[src/rtl/seq_multiciclo.sv]
// Multi-cycle sequencer for the nRisc core: FETCH/DECODE/EXEC/MEM/WB control.
// Drives the per-phase datapath strobes and handles the memory ready handshake.
//
// Ports:
//   Clock, Reset        single clock; asynchronous active-low reset
//   Start               begin execution (sampled in IDLE only)
//   OPcode              opcode from instruction register (valid from DECODE on)
//   Zero                ALU zero flag, used by beq in EXEC
//   MemReady            memory access complete (FETCH / MEM)
//   LerInstr, IREsc     instruction read request / IR load
//   LerMem, EscMem      data-memory read (lw) / write (sw) request
//   EscReg              register-file write enable
//   EscPc, PcFonte      PC write enable / PC source (00 +1, 01 branch, 10 jump)
//   Halted, Erro        stopped by halt / by memory timeout
//   Estado              current state (debug)
//   InstrCount          retired instructions, saturating

module seq_multiciclo #(
    parameter int unsigned CNT_W   = 16,
    parameter int unsigned TIMEOUT = 15,
    parameter int unsigned TMO_W   = 4
) (
    input  logic             Clock,
    input  logic             Reset,
    input  logic             Start,
    input  logic [2:0]       OPcode,
    input  logic             Zero,
    input  logic             MemReady,
    output logic             LerInstr,
    output logic             IREsc,
    output logic             LerMem,
    output logic             EscMem,
    output logic             EscReg,
    output logic             EscPc,
    output logic [1:0]       PcFonte,
    output logic             Halted,
    output logic             Erro,
    output logic [2:0]       Estado,
    output logic [CNT_W-1:0] InstrCount
);

    typedef enum logic [2:0] {
        IDLE   = 3'd0,
        FETCH  = 3'd1,
        DECODE = 3'd2,
        EXEC   = 3'd3,
        MEM    = 3'd4,
        WB     = 3'd5,
        HALT   = 3'd6,
        ERRO   = 3'd7
    } state_t;

    localparam logic [2:0] OP_BEQ  = 3'b011;
    localparam logic [2:0] OP_JUMP = 3'b100;
    localparam logic [2:0] OP_SW   = 3'b101;
    localparam logic [2:0] OP_LW   = 3'b110;
    localparam logic [2:0] OP_HALT = 3'b111;

    localparam logic [TMO_W-1:0] WAIT_LAST = TMO_W'(TIMEOUT - 1);

    state_t           state_q, state_d;
    logic [TMO_W-1:0] wait_q, wait_d;
    logic [CNT_W-1:0] cnt_q;
    logic             retire;

    logic is_beq, is_jump, is_sw, is_lw, is_halt;
    logic timeout;

    // Unknown or ALU opcodes fall through to the add/move/slt path.
    always_comb begin
        is_beq  = 1'b0;
        is_jump = 1'b0;
        is_sw   = 1'b0;
        is_lw   = 1'b0;
        is_halt = 1'b0;
        case (OPcode)
            OP_BEQ:  is_beq  = 1'b1;
            OP_JUMP: is_jump = 1'b1;
            OP_SW:   is_sw   = 1'b1;
            OP_LW:   is_lw   = 1'b1;
            OP_HALT: is_halt = 1'b1;
            default: ;
        endcase
    end

    // Last allowed waiting cycle with no ready; ready in the same cycle wins.
    assign timeout = (wait_q == WAIT_LAST) && !MemReady;

    always_comb begin
        state_d  = state_q;
        wait_d   = wait_q;
        retire   = 1'b0;
        LerInstr = 1'b0;
        IREsc    = 1'b0;
        LerMem   = 1'b0;
        EscMem   = 1'b0;
        EscReg   = 1'b0;
        EscPc    = 1'b0;
        PcFonte  = 2'b00;
        Halted   = 1'b0;
        Erro     = 1'b0;
        unique case (state_q)
            IDLE: begin
                if (Start) begin
                    state_d = FETCH;
                    wait_d  = '0;
                end
            end
            FETCH: begin
                LerInstr = 1'b1;
                if (MemReady) begin
                    IREsc   = 1'b1;
                    state_d = DECODE;
                end else if (timeout) begin
                    state_d = ERRO;
                end else begin
                    wait_d = wait_q + 1'b1;
                end
            end
            DECODE: begin
                if (is_halt) begin
                    retire  = 1'b1;
                    state_d = HALT;
                end else begin
                    state_d = EXEC;
                end
            end
            EXEC: begin
                if (is_beq) begin
                    EscPc   = 1'b1;
                    PcFonte = Zero ? 2'b01 : 2'b00;
                    retire  = 1'b1;
                    state_d = FETCH;
                    wait_d  = '0;
                end else if (is_jump) begin
                    EscPc   = 1'b1;
                    PcFonte = 2'b10;
                    retire  = 1'b1;
                    state_d = FETCH;
                    wait_d  = '0;
                end else if (is_lw || is_sw) begin
                    state_d = MEM;
                    wait_d  = '0;
                end else begin
                    state_d = WB;
                end
            end
            MEM: begin
                // Anything but sw in MEM is handled as a load.
                EscMem = is_sw;
                LerMem = !is_sw;
                if (MemReady) begin
                    if (is_sw) begin
                        EscPc   = 1'b1;
                        retire  = 1'b1;
                        state_d = FETCH;
                        wait_d  = '0;
                    end else begin
                        state_d = WB;
                    end
                end else if (timeout) begin
                    state_d = ERRO;
                end else begin
                    wait_d = wait_q + 1'b1;
                end
            end
            WB: begin
                EscReg  = 1'b1;
                EscPc   = 1'b1;
                retire  = 1'b1;
                state_d = FETCH;
                wait_d  = '0;
            end
            HALT: begin
                Halted = 1'b1;
            end
            ERRO: begin
                Erro = 1'b1;
            end
        endcase
    end

    always_ff @(posedge Clock or negedge Reset) begin
        if (!Reset) begin
            state_q <= IDLE;
            wait_q  <= '0;
            cnt_q   <= '0;
        end else begin
            state_q <= state_d;
            wait_q  <= wait_d;
            if (retire && (cnt_q != {CNT_W{1'b1}})) begin
                cnt_q <= cnt_q + 1'b1;
            end
        end
    end

    assign Estado     = state_q;
    assign InstrCount = cnt_q;

endmodule

[config.mk]
export PLATFORM = sky130hd
export DESIGN_NAME = seq_multiciclo
export DESIGN_NICKNAME = d
export VERILOG_FILES = /design/src/rtl/seq_multiciclo.sv
export SDC_FILE = /design/constraint.sdc
export NUM_CORES = 1
export LEC_CHECK = 0
export BUFFER_PORTS_ARGS = -buffer_cell sky130_fd_sc_hd__buf_4
export CAP_MARGIN = 20
export CORE_ASPECT_RATIO = 0.6
export CORE_MARGIN = 2
export CORE_UTILIZATION = 50
export CTS_CLUSTER_SIZE = 24
export DETAILED_ROUTE_END_ITERATION = 8
export PLACE_DENSITY = 0.75
export SLEW_MARGIN = 20
export SYNTH_ARGS = -nofsm -noshare
export SYNTH_HDL_FRONTEND = slang
export SYNTH_SLANG_ARGS = --single-unit
export TNS_END_PERCENT = 1
[constraint.sdc]
create_clock -name Clock -period 4.9 [get_ports Clock]
set_clock_uncertainty 0.2 [all_clocks]
set_input_delay 0.98 -clock Clock [delete_from_list [all_inputs] [get_ports Clock]]
set_output_delay 0.98 -clock Clock [all_outputs]
set_load 0.02 [all_outputs]
# Word-level counts from Yosys, hierarchy flattened
# Index checks and enable logic that the tools add are counted.
word_totals:
  regBits: 23
  inputBits: 8
  output_inout_bits: 29
  wordCells: 76
op_classes:
  n_addsub: 2
  n_eq_ne: 18
  muxes: 43
  n_reduce_logical: 10
ops:
  columns: ["operator", "count"]
  rows:
  - ["two-way mux 4 bit", 8]
  - ["equality test 3 bit, second input constant", 8]
  - ["two-way mux 3 bit", 8]
  - ["two-way mux 1 bit", 20]
  - ["case mux 4 bit (5 select lines)", 1]
  - ["case mux 3 bit (6 select lines)", 1]
  - ["adder 16 x 1 -> 16 bit, second input constant", 1]
  - ["inequality test 16 bit, second input constant", 1]
  - ["equality test 3 x 2 -> 1 bit, second input constant", 3]
  - ["two-way mux 2 bit", 3]
  - ["nonzero test 6 bit", 1]
  - ["AND reduction 5 bit", 1]
  - ["nonzero test 5 bit", 1]
  - ["adder 4 x 1 -> 4 bit, second input constant", 1]
  - ["equality test 4 bit, second input constant", 1]
  - ["inequality test 2 bit, second input constant", 2]
  - ["inequality test 4 bit, second input constant", 1]
  - ["case mux 1 bit (4 select lines)", 1]
  - ["equality test 3 x 1 -> 1 bit, second input constant", 1]
  - ["zero test 3 bit", 1]
  - ["inequality test 3 bit, second input constant", 1]
  - ["case mux 1 bit (3 select lines)", 1]
  - ["logical AND 1 bit", 2]
  - ["zero test 1 bit", 2]
  - ["other kinds (2)", 2]

# Depth between registers and ports, before layout
# Gate-level depths: netlist of the first run.
depth:
  ltp_word: 7
  mapped_depth: 10
  depth_no_buf: 7

# Worst setup path after synthesis of the first run
# No wires, ideal clock.
synth_timing:
  path_kind: "in2out"
  from: "in OPcode[1]"
  to: "out EscPc"
  t_arrival_ns: 2.005
  required_time_ns: 3.720
  setup_slack_ns: 1.715
  stages: 5
  path_buffers: 1
  cell_sequence: "buf_6 or3b_1 o21ai_0 nand2b_1 a21oi_1"
synth_between:
  elab_chain_len: 5
  elab_cells_between_ends: 11
  cone_classes: "3 x eq/ne; 8 x mux"
synth_rtl:
  columns: ["item", "line", "rtl"]
  rows:
  - ["start, declared", "26", "input logic [2:0] OPcode,"]
  - ["equality test 3 bit", "76", "case (OPcode)"]
  - ["two-way mux 1 bit", "76", null]
  - ["two-way mux 1 bit, on equally long branches", "153, 135", null]
  - ["two-way mux 1 bit, on equally long branches", "152, 129", null]
  - ["case mux 1 bit (3 select lines) *", "102", "unique case (state_q)"]
  - ["end, declared", "34", "output logic EscPc,"]
# Mark *: on every way between the ends. The rest lies on a longest branch, timed or not.

# Worst setup path after layout of the first run
layout_timing:
  from: "in OPcode[2]"
  to: "out EscPc"
# Same word-level chain as after synthesis.

==> results.md, run 1 <==
* Cts bufs inserted at 3
* Initial Util at 0.5141
* Hold Crit Class: reg -> reg
* Routability cong. at 0.8704
* Synth warn at 0
* Crit end category: primary output
* Post-synthesis cell area at 0.001647 mm2
* Initial antenna violation count at 0
* Port Buf Inserts at 36
* Routed wire length at 3824 um
* Unrepaired setup endpoints after global routing: false
* Final Cycle Share at 0.6796
* Die H at 48.45 um
* Post-synth EDFFs at 0
* TritonCTS clock tree: done
* Post-CTS resize count at 0
* Full die area at 0.003783 mm2
* WL/cell at 14.94 um
* Mapped Avg Cell Area at 9.199 um2
* Leakage at 0.0008580 uW
* Worst-path cell chain: buf_4 > and3b_1 > a31oi_1 > a21oi_1 > buf_4
* CP Buf/Inv Count at 2
* DRT iter0 DRCs at 140
* Status: completed
* Minimum hold slack at 0.2976 ns
* Post-Synthesis Cells at 179
* First-pass GRT wire length at 6541 um
* Synth top cells by count: dfrtp_1, nor2_1, nand2_1
* Worst VDD drop at 159.4 uV
* I/O pin cnt at 37
* Power Total at 333.9 uW
* Hold path depth at 1
* Vias per inst at 5.719
* Worst Tran Pin Value at 0.6665 ns
* Max_slew headroom at 0.5557
* DRC errors left at 0
* Family with the most delay on the worst path: compound AO/OA/AOI/OAI gates
* Die Wd at 78.09 um
* Cell variety after synth at 51
* Final HPWL from detailed placement at 2932 um
* CTS root buf: clkbuf_8
* Remaining antenna violation count after routing at 0
* Grt ovf at 0
* Number of fill cells in the layout at 298
* Total track usage at 0.2166
* Number of diodes at 0
* Drt pass-1 iters at 4
* DP Worst Slack at 1.585 ns
* Setup bufs post-CTS at 0
* Top_reg_cell synth: dfrtp_1
* Cell Rows at 16
* Top cells by area, synth: dfrtp_1, xor2_1, ha_1
* Final Hold Viols at 0
* P&R area growth vs syn at 19.38%
* Count leader, synth: dfrtp_1
* Nets@finish at 225
* Slowest stage delay, CP at 0.47 ns
* Multi-input gate area in the final layout at 987.2 um2
* Slowest stage cell, crit path: a31oi_1
* Tmin final at 3.330 ns
* Vias in the first global route at 1383
* Fmax at 300.3 MHz
* CP required at 3.72 ns
* Pwr Density at 169.9 mW/mm2
* Vias at 1464
* Kind of critical path: in -> out
* H-tree Lvls at 1
* Syn nets at 192
* Hold-fix buffers, CTS at 0
* Worst Setup Slack, final at 1.570 ns
* Pins over their slew limit at 0
* Clk buf depth at 2
* R2R cell count at 7
* Share of cells above drive strength 1 at 0.2559
* Worst-Skew Late Latency at 0.26 ns
* Most frequent CP cell: buf_4
* Top cell type's share of synthesized area at 0.3495
* Stages on the worst setup path at 5
* Clk slew on worst S/H paths at 0.08 ns
* CTS sink cnt at 23
* Maxcap violations at 0
* Worst EP arrival at 2.15 ns
* Core footprint at 0.003203 mm2
* Post-synth top area cell: dfrtp_1
* Final core occ at 0.6137
* CP Launch Type: input port
* FFs w/ async S/R, synth at 1.000
* Worst-path maximum fanout at 10
* Reg area at 575.6 um2
* Setup violations, final at 0
* Post-synthesis sequential area ratio at 0.3495
* Largest net degree at the start of global routing at 24
* Final setup TNS at 0 ns
* Yosys reg bits at 23
[stage by stage]
stage / cells / area (um2)
finish: 256 / 1966
global route: 256 / 1966
CTS: 256 / 1966
detailed placement: 252 / 1919
global placement: 252 / 1919
floorplan: 179 / 1647
[where the power goes]
part	internal, uW	switching, uW	total (uW)
combinational	9.83	14.6	24.4
clock	56.7	59.9	117
sequential	191	2.12	193
[final cells by class]
cell class | count | share of cell area
Multi-Input combinational cell | 140 | 0.5022
Sequential cell | 23 | 0.2928
Timing Repair Buffer | 36 | 0.1375
Tap cell | 45 | 0.02864
Clock buffer | 3 | 0.02101
Inverter | 8 | 0.01528
Clock inverter | 1 | 0.002546
[logic make-up after synthesis]
kind of cell,Yosys count,synth area share
simple gates,81,0.2979
compound gates,38,0.1771
flops,23,0.3495
buf+inv,16,0.05091
xor+xnor,15,0.07978
fa+ha+maj,5,0.03799
mux,1,0.006838
[state kept, by name, summed over array words and instances, names as in the netlist]
register,count
Estado,3
InstrCount,16
wait_q,4
[routing by layer]
layer / track usage / wire (um)
met5: 0 / 0
met4: 0.03216 / 12
met3: 0.05597 / 183
met2: 0.3420 / 1765
met1: 0.3090 / 1862
[path summary, 6_finish.rpt]
path / from / end / slack [ns]
setup / recovery: OPcode[2] / EscPc / 1.57
hold / removal: InstrCount[11]$_DFFE_PN0P_ / InstrCount[11]$_DFFE_PN0P_ / 0.30
setup reg to reg: Estado[1]$_DFFE_PN0P_ / InstrCount[11]$_DFFE_PN0P_ / 2.22
hold reg to reg: InstrCount[11]$_DFFE_PN0P_ / InstrCount[11]$_DFFE_PN0P_ / 0.30
max in group asynchronous: Reset / Estado[2]$_DFFE_PN0P_ / 3.87
min in group asynchronous: Reset / InstrCount[11]$_DFFE_PN0P_ / 0.40
[cell usage in the layout (no fill, tap or decap), types with 3 or more instances in the layout]
master    count
buf_4        36
a21oi_1       4
nor3_1        3
nand2_1      13
nor3_2        6
dfrtp_1      23
o21a_1        3
xnor2_1       5
nand4_1       4
clkbuf_8      3
nor2b_1       3
nand3_1       9
nor2_1       15
nand2b_1      4
xor2_1       10
o21ai_0      10
inv_1         8
ha_1          5
and2_1        4
Note: power is estimated with default switching activity, not from simulation.
==> inputs of run 2 (changes only) <==
--- a/config.mk
+++ b/config.mk
@@ -5,6 +5,7 @@
 export SDC_FILE = /design/constraint.sdc
 export NUM_CORES = 1
 export LEC_CHECK = 0
+export ABC_AREA = 1
 export BUFFER_PORTS_ARGS = -buffer_cell sky130_fd_sc_hd__buf_4
 export CAP_MARGIN = 20
 export CORE_ASPECT_RATIO = 0.6
@@ -12,7 +13,7 @@
 export CORE_UTILIZATION = 50
 export CTS_CLUSTER_SIZE = 24
 export DETAILED_ROUTE_END_ITERATION = 8
-export PLACE_DENSITY = 0.75
+export PLACE_DENSITY = 0.77
 export SLEW_MARGIN = 20
 export SYNTH_ARGS = -nofsm -noshare
 export SYNTH_HDL_FRONTEND = slang
==> constraint.sdc (replaced) <==
create_clock -name Clock -period 2.95 [get_ports Clock]
set_clock_uncertainty 0.2 [all_clocks]
set_input_delay 0.59 -clock Clock [delete_from_list [all_inputs] [get_ports Clock]]
set_output_delay 0.59 -clock Clock [all_outputs]
set_load 0.02 [all_outputs]
==> run 2 against run 1 <==
Net effect: flip-flop and latch count did not move; register-to-register slack got worse by 1.4 ns; utilization rose by 2.7 points; synthesized cell count rose by 57%; area after synthesis rose by 11%; worst hold slack got worse by 0.30 ns; first-iteration DRC count fell by 7.1%; via count rose by 34%; count of clock-buffer cells in the layout rose by 1; combinational power rose by 54%; the run now ends with hold timing left; routed wire length rose by 24%; highest routed layer unchanged; final cell count rose by 41%.
==> results.md, run 2 <==
* Status: finished, violations left (was completed)
* Failing checks: hold timing
* H-tree Lvls at 1 (unchanged)
* P&R area growth vs syn at 18.21% (was 19.38%)
* Total track usage at 0.2449 (was 0.2166)
* Core footprint at 0.003383 mm2 (was 0.003203 mm2)
* Fmax at 410.9 MHz
* Net Sw Power at 132.8 uW (was 76.54 uW)
* Sw frac at 0.2379 (was 0.2292)
* Most common cell after layout, fill and taps aside: nand2_1 (was buf_4)
* Top_reg_cell synth: dfrtp_1 (unchanged)
* Final HPWL from detailed placement at 3690 um (was 2932 um)
* Max reg flops at 16 (unchanged)
* Drt pass-1 iters at 5 (was 4)
* Leakage at 0.001187 uW (was 0.0008580 uW)
* Top cell type's share of synthesized area at 0.3138 (was 0.3495)
* Routability cong. at 0.8585 (was 0.8704)
* Slowest stage cell, crit path: dfrtp_1 (was a31oi_1)
* Reg power frac at 0.568 (was 0.578)
* Final setup TNS at 0 ns (unchanged)
* Crit end category: primary output (unchanged)
* Kind of critical path: reg -> out (was in -> out)
* Number of diodes at 0 (unchanged)
* Die H at 50.92 um (was 48.45 um)
* Cell variety after synth at 28 (was 51)
* Yosys reg bits at 23 (unchanged)
* Port Buf Inserts at 36 (unchanged)
* Reg-to-reg startpoint: InstrCount[0]$_DFFE_PN0P_ (was Estado[1]$_DFFE_PN0P_)
* TritonCTS clock tree: done (unchanged)
* Nets@finish at 329 (was 225)
* R2R cell count at 7 (unchanged)
* Worst-Skew Late Latency at 0.27 ns (was 0.26 ns)
* Final Cycle Share at 0.8250
* Initial antenna violation count at 0 (unchanged)
* Top cells by area, synth: dfrtp_1, nand2_1, nand3_1 (was dfrtp_1, xor2_1, ha_1)
* Max_slew headroom at 0.6777 (was 0.5557)
* Worst-path maximum fanout at 8 (was 10)
* DRC errors left at 0 (unchanged)
* Die Wd at 82.20 um (was 78.09 um)
* R2r setup slk at 0.79 ns (was 2.22 ns)
* Clk slew on worst S/H paths at 0.09 ns (was 0.08 ns)
* Largest net degree at the start of global routing at 24 (unchanged)
* Minimum hold slack at -0.003671 ns (was 0.2976 ns)
* DRT iter0 DRCs at 130 (was 140)
* Mapped Avg Cell Area at 6.528 um2 (was 9.199 um2)
* FFs w/ async S/R, synth at 1.000 (unchanged)
* Remaining antenna violation count after routing at 0 (unchanged)
* Cell Rows at 16 (unchanged)
* Count leader, synth: nand2_1 (was dfrtp_1)
* Most frequent CP cell: nor2_1 (was buf_4)
* Worst-path cell chain: inv_2 > nand3_2 > nor2_1 > nor2_1 > nand2_1 > o21ai_0 > inv_1 > buf_4 (was buf_4 > and3b_1 > a31oi_1 > a21oi_1 > buf_4)
* Setup bufs post-CTS at 0 (unchanged)
* Syn nets at 294 (was 192)
* Vias in the first global route at 1722 (was 1383)
* CTS root buf: clkbuf_8 (unchanged)
* Unrepaired setup endpoints after global routing: false (unchanged)
* Tmin final at 2.434 ns
* Vias per inst at 5.453 (was 5.719)
* Post-synthesis sequential area ratio at 0.3138 (was 0.3495)
* WL/cell at 13.14 um (was 14.94 um)
* First-pass GRT wire length at 7797 um (was 6541 um)
* Hold Crit Class: in -> async (was reg -> reg)
* Int Pwr at 425.4 uW (was 257.4 uW)
* Hold-fix buffers, CTS at 0 (unchanged)
* Post-Synthesis Cells at 281 (was 179)
* Initial Util at 0.5422 (was 0.5141)
* CP required at 2.16 ns (was 3.72 ns)
* Grt ovf at 0 (unchanged)
* Maxcap violations at 0 (unchanged)
* CTS sink cnt at 23 (unchanged)
* Setup violations, final at 0 (unchanged)
* Worst Setup Slack, final at 0.5162 ns (was 1.570 ns)
* Post-synthesis cell area at 0.001834 mm2 (was 0.001647 mm2)
* Slowest stage delay, CP at 0.49 ns (was 0.47 ns)
* Synth top cells by count: nand2_1, nand3_1, nor2_1 (was dfrtp_1, nor2_1, nand2_1)
* CP Launch Type: register (was input port)
* Final Hold Viols at 12 (was 0)
* Clk buf depth at 2 (unchanged)
* Worst EP arrival at 1.64 ns (was 2.15 ns)
* I/O pin cnt at 37 (unchanged)
* RR Endpoint: InstrCount[9]$_DFFE_PN0P_ (was InstrCount[11]$_DFFE_PN0P_)
* DP Worst Slack at 0.7479 ns (was 1.585 ns)
* Post-synth top area cell: dfrtp_1 (unchanged)
* Routed wire length at 4731 um (was 3824 um)
* Full die area at 0.004185 mm2 (was 0.003783 mm2)
* Pins over their slew limit at 0 (unchanged)
* Comb pwr share at 0.067 (was 0.073)
* Vias at 1963 (was 1464)
* Post-synth EDFFs at 0 (unchanged)
* Post-CTS resize count at 0 (unchanged)
* Cts bufs inserted at 3 (unchanged)
* Share of cells above drive strength 1 at 0.1746 (was 0.2559)
* Commonest cells after routing, fill and taps aside: nand2_1, buf_4, nand3_1 (was buf_4, dfrtp_1, nor2_1)
* Worst Tran Pin Value at 0.4798 ns (was 0.6665 ns)
* Synth warn at 0 (unchanged)
* Clock Power Share at 0.364 (was 0.349)
* Worst VDD drop at 179.8 uV (was 159.4 uV)
* Pwr Density at 257.4 mW/mm2 (was 169.9 mW/mm2)
==> run 2: cell count changes after synthesis, sizes merged, moves of 4 or more <==
cell / before / now
nor3: 9 / 5
nand4: 4 / 15
nand3: 9 / 36
nor4: 4 / 0
inv: 8 / 32
nand2: 13 / 96
nor2: 15 / 33
xor2: 10 / 6
nand2b: 4 / 0
==> run 2: power by group through the flow <==
stage                     clock (uW)  combinational [uW]  sequential, uW
after floorplan                    0                16.7             324
after global placement             0                37.1             323
after detailed placement           0                37.6             324
after CTS                        204                37.7             317
after global routing             218                42.6             317
final                            203                37.5             317
==> run 2: kinds of logic after synthesis <==
kind of cell | Yosys count | synth area share
AO/OA/AOI/OAI | 17 | 0.04775
XOR/XNOR | 9 | 0.04298
adder cells (fa/ha/maj) | 5 | 0.03411
buffers and inverters | 38 | 0.08594
flip-flops | 23 | 0.3138
AND/OR/NAND/NOR | 189 | 0.4754
==> run 2: metrics by stage <==
| step | utilization | hold WS [ns] | cells | instance area [um2] | power, uW |
|---|---|---|---|---|---|
| after detailed placement | 0.6276 | 0.3037 | 356 | 2123 | 361.2 |
| after global placement | 0.6276 | 0.3013 | 356 | 2123 | 360.6 |
| after CTS | 0.6409 | 0.006729 | 360 | 2168 | 559.2 |
| after floorplan | - | 0.09441 | 281 | 1834 | 340.8 |
| after global routing | 0.6409 | 0.01240 | 360 | 2168 | 578.3 |
| final | 0.6409 | -0.003671 | 360 | 2168 | 558.2 |
==> run 2: critical path: cells and delay by family, from the launching register on <==
kind	cells	cell delay (ns)
AOI/OAI and AO/OA	1	0.08
DFF	1	0.49
buffers and inverters	3	0.33
and+or+nand+nor	4	0.46
==> run 2: layout make-up <==
class                   instances  area (um2)
fillers                       299        1215
multi-input cells             220        1101
flip-flops and latches         23       575.6
repair buffers                 36       270.3
inverters                      32       120.1
well taps                      45       56.30
clock buffers                   4       45.04
==> run 2: layer usage <==
| layer | up-vias | routed length, um | track usage |
|---|---|---|---|
| met2 | 92 | 1796 | 0.3172 |
| met4 | 0 | 43 | 0.05000 |
| met5 | - | 0 | 0 |
| met3 | 6 | 497 | 0.07420 |
| met1 | 880 | 2392 | 0.3898 |
| li1 | 985 | - | - |
==> run 2: how the worst max path moves through the flow <==
stage                  to  cells past startpoint                  start
5_1_grt             EscPc                      8  Estado[0]$_DFFE_PN0P_
3_5_place_dp        EscPc                      9              OPcode[1]
6_report            EscPc                      8  Estado[1]$_DFFE_PN0P_
4_1_cts             EscPc                      8  Estado[0]$_DFFE_PN0P_
2_1_floorplan  PcFonte[1]                      4              OPcode[0]
3_3_place_gp        EscPc                      9              OPcode[1]
==> inputs of run 3 (changes only) <==
--- a/config.mk
+++ b/config.mk
@@ -5,15 +5,15 @@
 export SDC_FILE = /design/constraint.sdc
 export NUM_CORES = 1
 export LEC_CHECK = 0
-export ABC_AREA = 1
+export ABC_AREA = 0
 export BUFFER_PORTS_ARGS = -buffer_cell sky130_fd_sc_hd__buf_4
 export CAP_MARGIN = 20
 export CORE_ASPECT_RATIO = 0.6
 export CORE_MARGIN = 2
-export CORE_UTILIZATION = 50
+export CORE_UTILIZATION = 49
 export CTS_CLUSTER_SIZE = 24
 export DETAILED_ROUTE_END_ITERATION = 8
-export PLACE_DENSITY = 0.77
+export PLACE_DENSITY = 0.76
 export SLEW_MARGIN = 20
 export SYNTH_ARGS = -nofsm -noshare
 export SYNTH_HDL_FRONTEND = slang
==> constraint.sdc (replaced) <==
create_clock -name Clock -period 2.08 [get_ports Clock]
set_clock_uncertainty 0.2 [all_clocks]
set_input_delay 0.416 -clock Clock [delete_from_list [all_inputs] [get_ports Clock]]
set_output_delay 0.416 -clock Clock [all_outputs]
set_load 0.02 [all_outputs]
==> run 3 against run 2 <==
Net effect: the run ends with setup timing left; combinational power increased by 130%; worst hold slack improved by 0.31 ns; non-clock buffer count increased by 41; global-route usage increased by 0.70 points; register-to-register slack got worse by 0.89 ns; utilization increased by 12 points; die area decreased by 7.9%; clock power increased by 45%; routed wire length increased by 2.3%; critical path type is now in -> out.
==> results.md, run 3 (same netlist as run 1, synthesis figures left out) <==
* Status: finished, violations left (unchanged)
* Failing checks: setup timing (was hold timing)
* Final Cycle Share at 1.080
* Nets@finish at 266 (was 329)
* Cts bufs inserted at 3 (unchanged)
* Worst-path maximum fanout at 2 (was 8)
* TritonCTS clock tree: done (unchanged)
* Cell Rows at 16 (unchanged)
* Worst-path cell chain: buf_4 > or3b_4 > buf_4 > o21ai_1 > nand2b_4 > a21oi_4 > buf_6 (was inv_2 > nand3_2 > nor2_1 > nor2_1 > nand2_1 > o21ai_0 > inv_1 > buf_4)
* Slowest stage cell, crit path: or3b_4 (was dfrtp_1)
* Leakage at 0.001113 uW (was 0.001187 uW)
* DP Worst Slack at -0.1707 ns (was 0.7479 ns)
* Most common cell after layout, fill and taps aside: buf_4 (was nand2_1)
* Fmax at 445.4 MHz
* Pwr Density at 339.3 mW/mm2 (was 257.4 mW/mm2)
* Number of diodes at 0 (unchanged)
* Port Buf Inserts at 36 (unchanged)
* Final setup TNS at -0.6179 ns (was 0 ns)
* Worst Tran Pin Value at 0.3862 ns (was 0.4798 ns)
* Worst EP arrival at 1.63 ns (was 1.64 ns)
* Fin area at 0.002452 mm2 (was 0.002168 mm2)
* Worst Setup Slack, final at -0.1654 ns (was 0.5162 ns)
* Unrepaired setup endpoints after global routing: true (was false)
* Worst-Skew Late Latency at 0.27 ns (about the same)
* Routability cong. at 0.8838 (was 0.8585)
* CP Buf/Inv Count at 3 (unchanged)
* Total track usage at 0.2519 (was 0.2449)
* Final Hold Viols at 0 (was 12)
* P&R area growth vs syn at 48.94% (was 18.21%)
* Family with the most delay on the worst path: simple AND/OR/NAND/NOR gates (was flip-flops)
* Most frequent CP cell: buf_4 (was nor2_1)
* Full die area at 0.003855 mm2 (was 0.004185 mm2)
* DRT iter0 DRCs at 95 (was 130)
* Share of cells above drive strength 1 at 0.4603 (was 0.1746)
* Kind of critical path: in -> out (was reg -> out)
* Maxcap violations at 0 (unchanged)
* Slowest stage delay, CP at 0.39 ns (was 0.49 ns)
* DRC errors left at 0 (unchanged)
* DP Area at 0.002248 mm2 (was 0.002123 mm2)
* Max reg flops at 16 (unchanged)
* Vias at 1714 (was 1963)
* Grt ovf at 0 (unchanged)
* CP Launch Type: input port (was register)
* H-tree Lvls at 1 (unchanged)
* Die Wd at 78.84 um (was 82.20 um)
* Max_slew headroom at 0.7402 (was 0.6777)
* Vias in the first global route at 1586 (was 1722)
* Clk slew on worst S/H paths at 0.09 ns (about the same)
* CTS sink cnt at 23 (unchanged)
* Drt pass-1 iters at 5 (unchanged)
* Worst VDD drop at 208.5 uV (was 179.8 uV)
* Core footprint at 0.003243 mm2 (was 0.003383 mm2)
* Crit end category: primary output (unchanged)
* CTS root buf: clkbuf_8 (unchanged)
* Vias per inst at 5.771 (was 5.453)
* Minimum hold slack at 0.3042 ns (was -0.003671 ns)
* Routed wire length at 4840 um (was 4731 um)
* First-pass GRT wire length at 7652 um (was 7797 um)
* Power Total at 832.2 uW (was 558.2 uW)
* Clk buf depth at 2 (unchanged)
* Remaining antenna violation count after routing at 0 (unchanged)
* Die H at 48.90 um (was 50.92 um)
* Tmin final at 2.245 ns
* Hold Crit Class: reg -> reg (was in -> async)
* Setup violations, final at 17 (was 0)
* Commonest cells after routing, fill and taps aside: buf_4, dfrtp_1, nand2_1 (was nand2_1, buf_4, nand3_1)
* Largest net degree at the start of global routing at 24 (unchanged)
* Final HPWL from detailed placement at 3373 um (was 3690 um)
* CP required at 1.46 ns (was 2.16 ns)
* Pins over their slew limit at 0 (unchanged)
* WL/cell at 16.30 um (was 13.14 um)
* I/O pin cnt at 37 (unchanged)
* Initial Util at 0.5077 (was 0.5422)
* Initial antenna violation count at 0 (unchanged)
[run 3: cell count changes in the layout (fill, tap and decap cells not counted), sizes merged, moves of 11 or more]
| cell | previous run | this run |
|---|---|---|
| nand2 | 96 | 13 |
| nor2 | 33 | 15 |
| nand3 | 36 | 9 |
| buf | 36 | 76 |
| inv | 32 | 8 |
| nand4 | 15 | 4 |
[run 3: report_power, final]
group | internal (uW) | switching [uW] | leakage [uW]
clock | 136 | 158 | 0.0000217
combinational | 39.8 | 46.3 | 0.000793
sequential | 450 | 2.26 | 0.000298
[run 3: layout make-up]
class	instances	area (um2)
multi-input cells	140	1116
fillers	227	790.8
repair buffers	77	619.3
flip-flops and latches	23	579.3
well taps	45	56.30
clock buffers	3	41.29
inverters	8	32.53
clock inverters	1	7.507
[run 3: repair_timing]
action	4_1_cts	5_1_grt
buffers inserted	2	0
gates cloned	0	0
resized for setup	15	17
endpoints found under the hold margin	23	0
hold buffers	1	0
pin swaps	6	5
endpoints found under the setup margin	10	26
[run 3: final timing paths]
| check | startpoint | endpoint | slack, ns | depth (start not counted) |
|---|---|---|---|---|
| worst min register to register | InstrCount[11]$_DFFE_PN0P_ | InstrCount[11]$_DFFE_PN0P_ | 0.30 | 1 |
| worst min-delay path | InstrCount[11]$_DFFE_PN0P_ | InstrCount[11]$_DFFE_PN0P_ | 0.30 | 1 |
| min in group asynchronous | Reset | InstrCount[14]$_DFFE_PN0P_ | 0.37 | 2 |
| max in group asynchronous | Reset | Estado[0]$_DFFE_PN0P_ | 1.05 | 2 |
| worst max register to register | Estado[2]$_DFFE_PN0P_ | InstrCount[15]$_DFFE_PN0P_ | -0.10 | 7 |
| worst max-delay path | OPcode[1] | EscPc | -0.17 | 7 |
[run 3: worst register-to-register path: cells and delay by family (launching register included)]
family / cells / cell delay [ns]
flip-flops: 1 / 0.44
buffers and inverters: 2 / 0.28
AO/OA/AOI/OAI: 1 / 0.22
multiplexers: 1 / 0.35
AND/OR/NAND/NOR: 3 / 0.57
[run 3: per-stage QoR]
stage                     utilization  cells
after floorplan                     -    179
after global placement         0.6933    290
after detailed placement       0.6933    290
after CTS                      0.7373    297
after global routing           0.7562    297
final                          0.7562    297
[run 3: metal layers]
layer,vias to the layer above,routed length (um),global-route usage
met2,57,2494,0.4288
li1,803,-,-
met3,6,272,0.04074
met5,-,0,0
met4,0,36,0.04598
met1,848,2036,0.3451
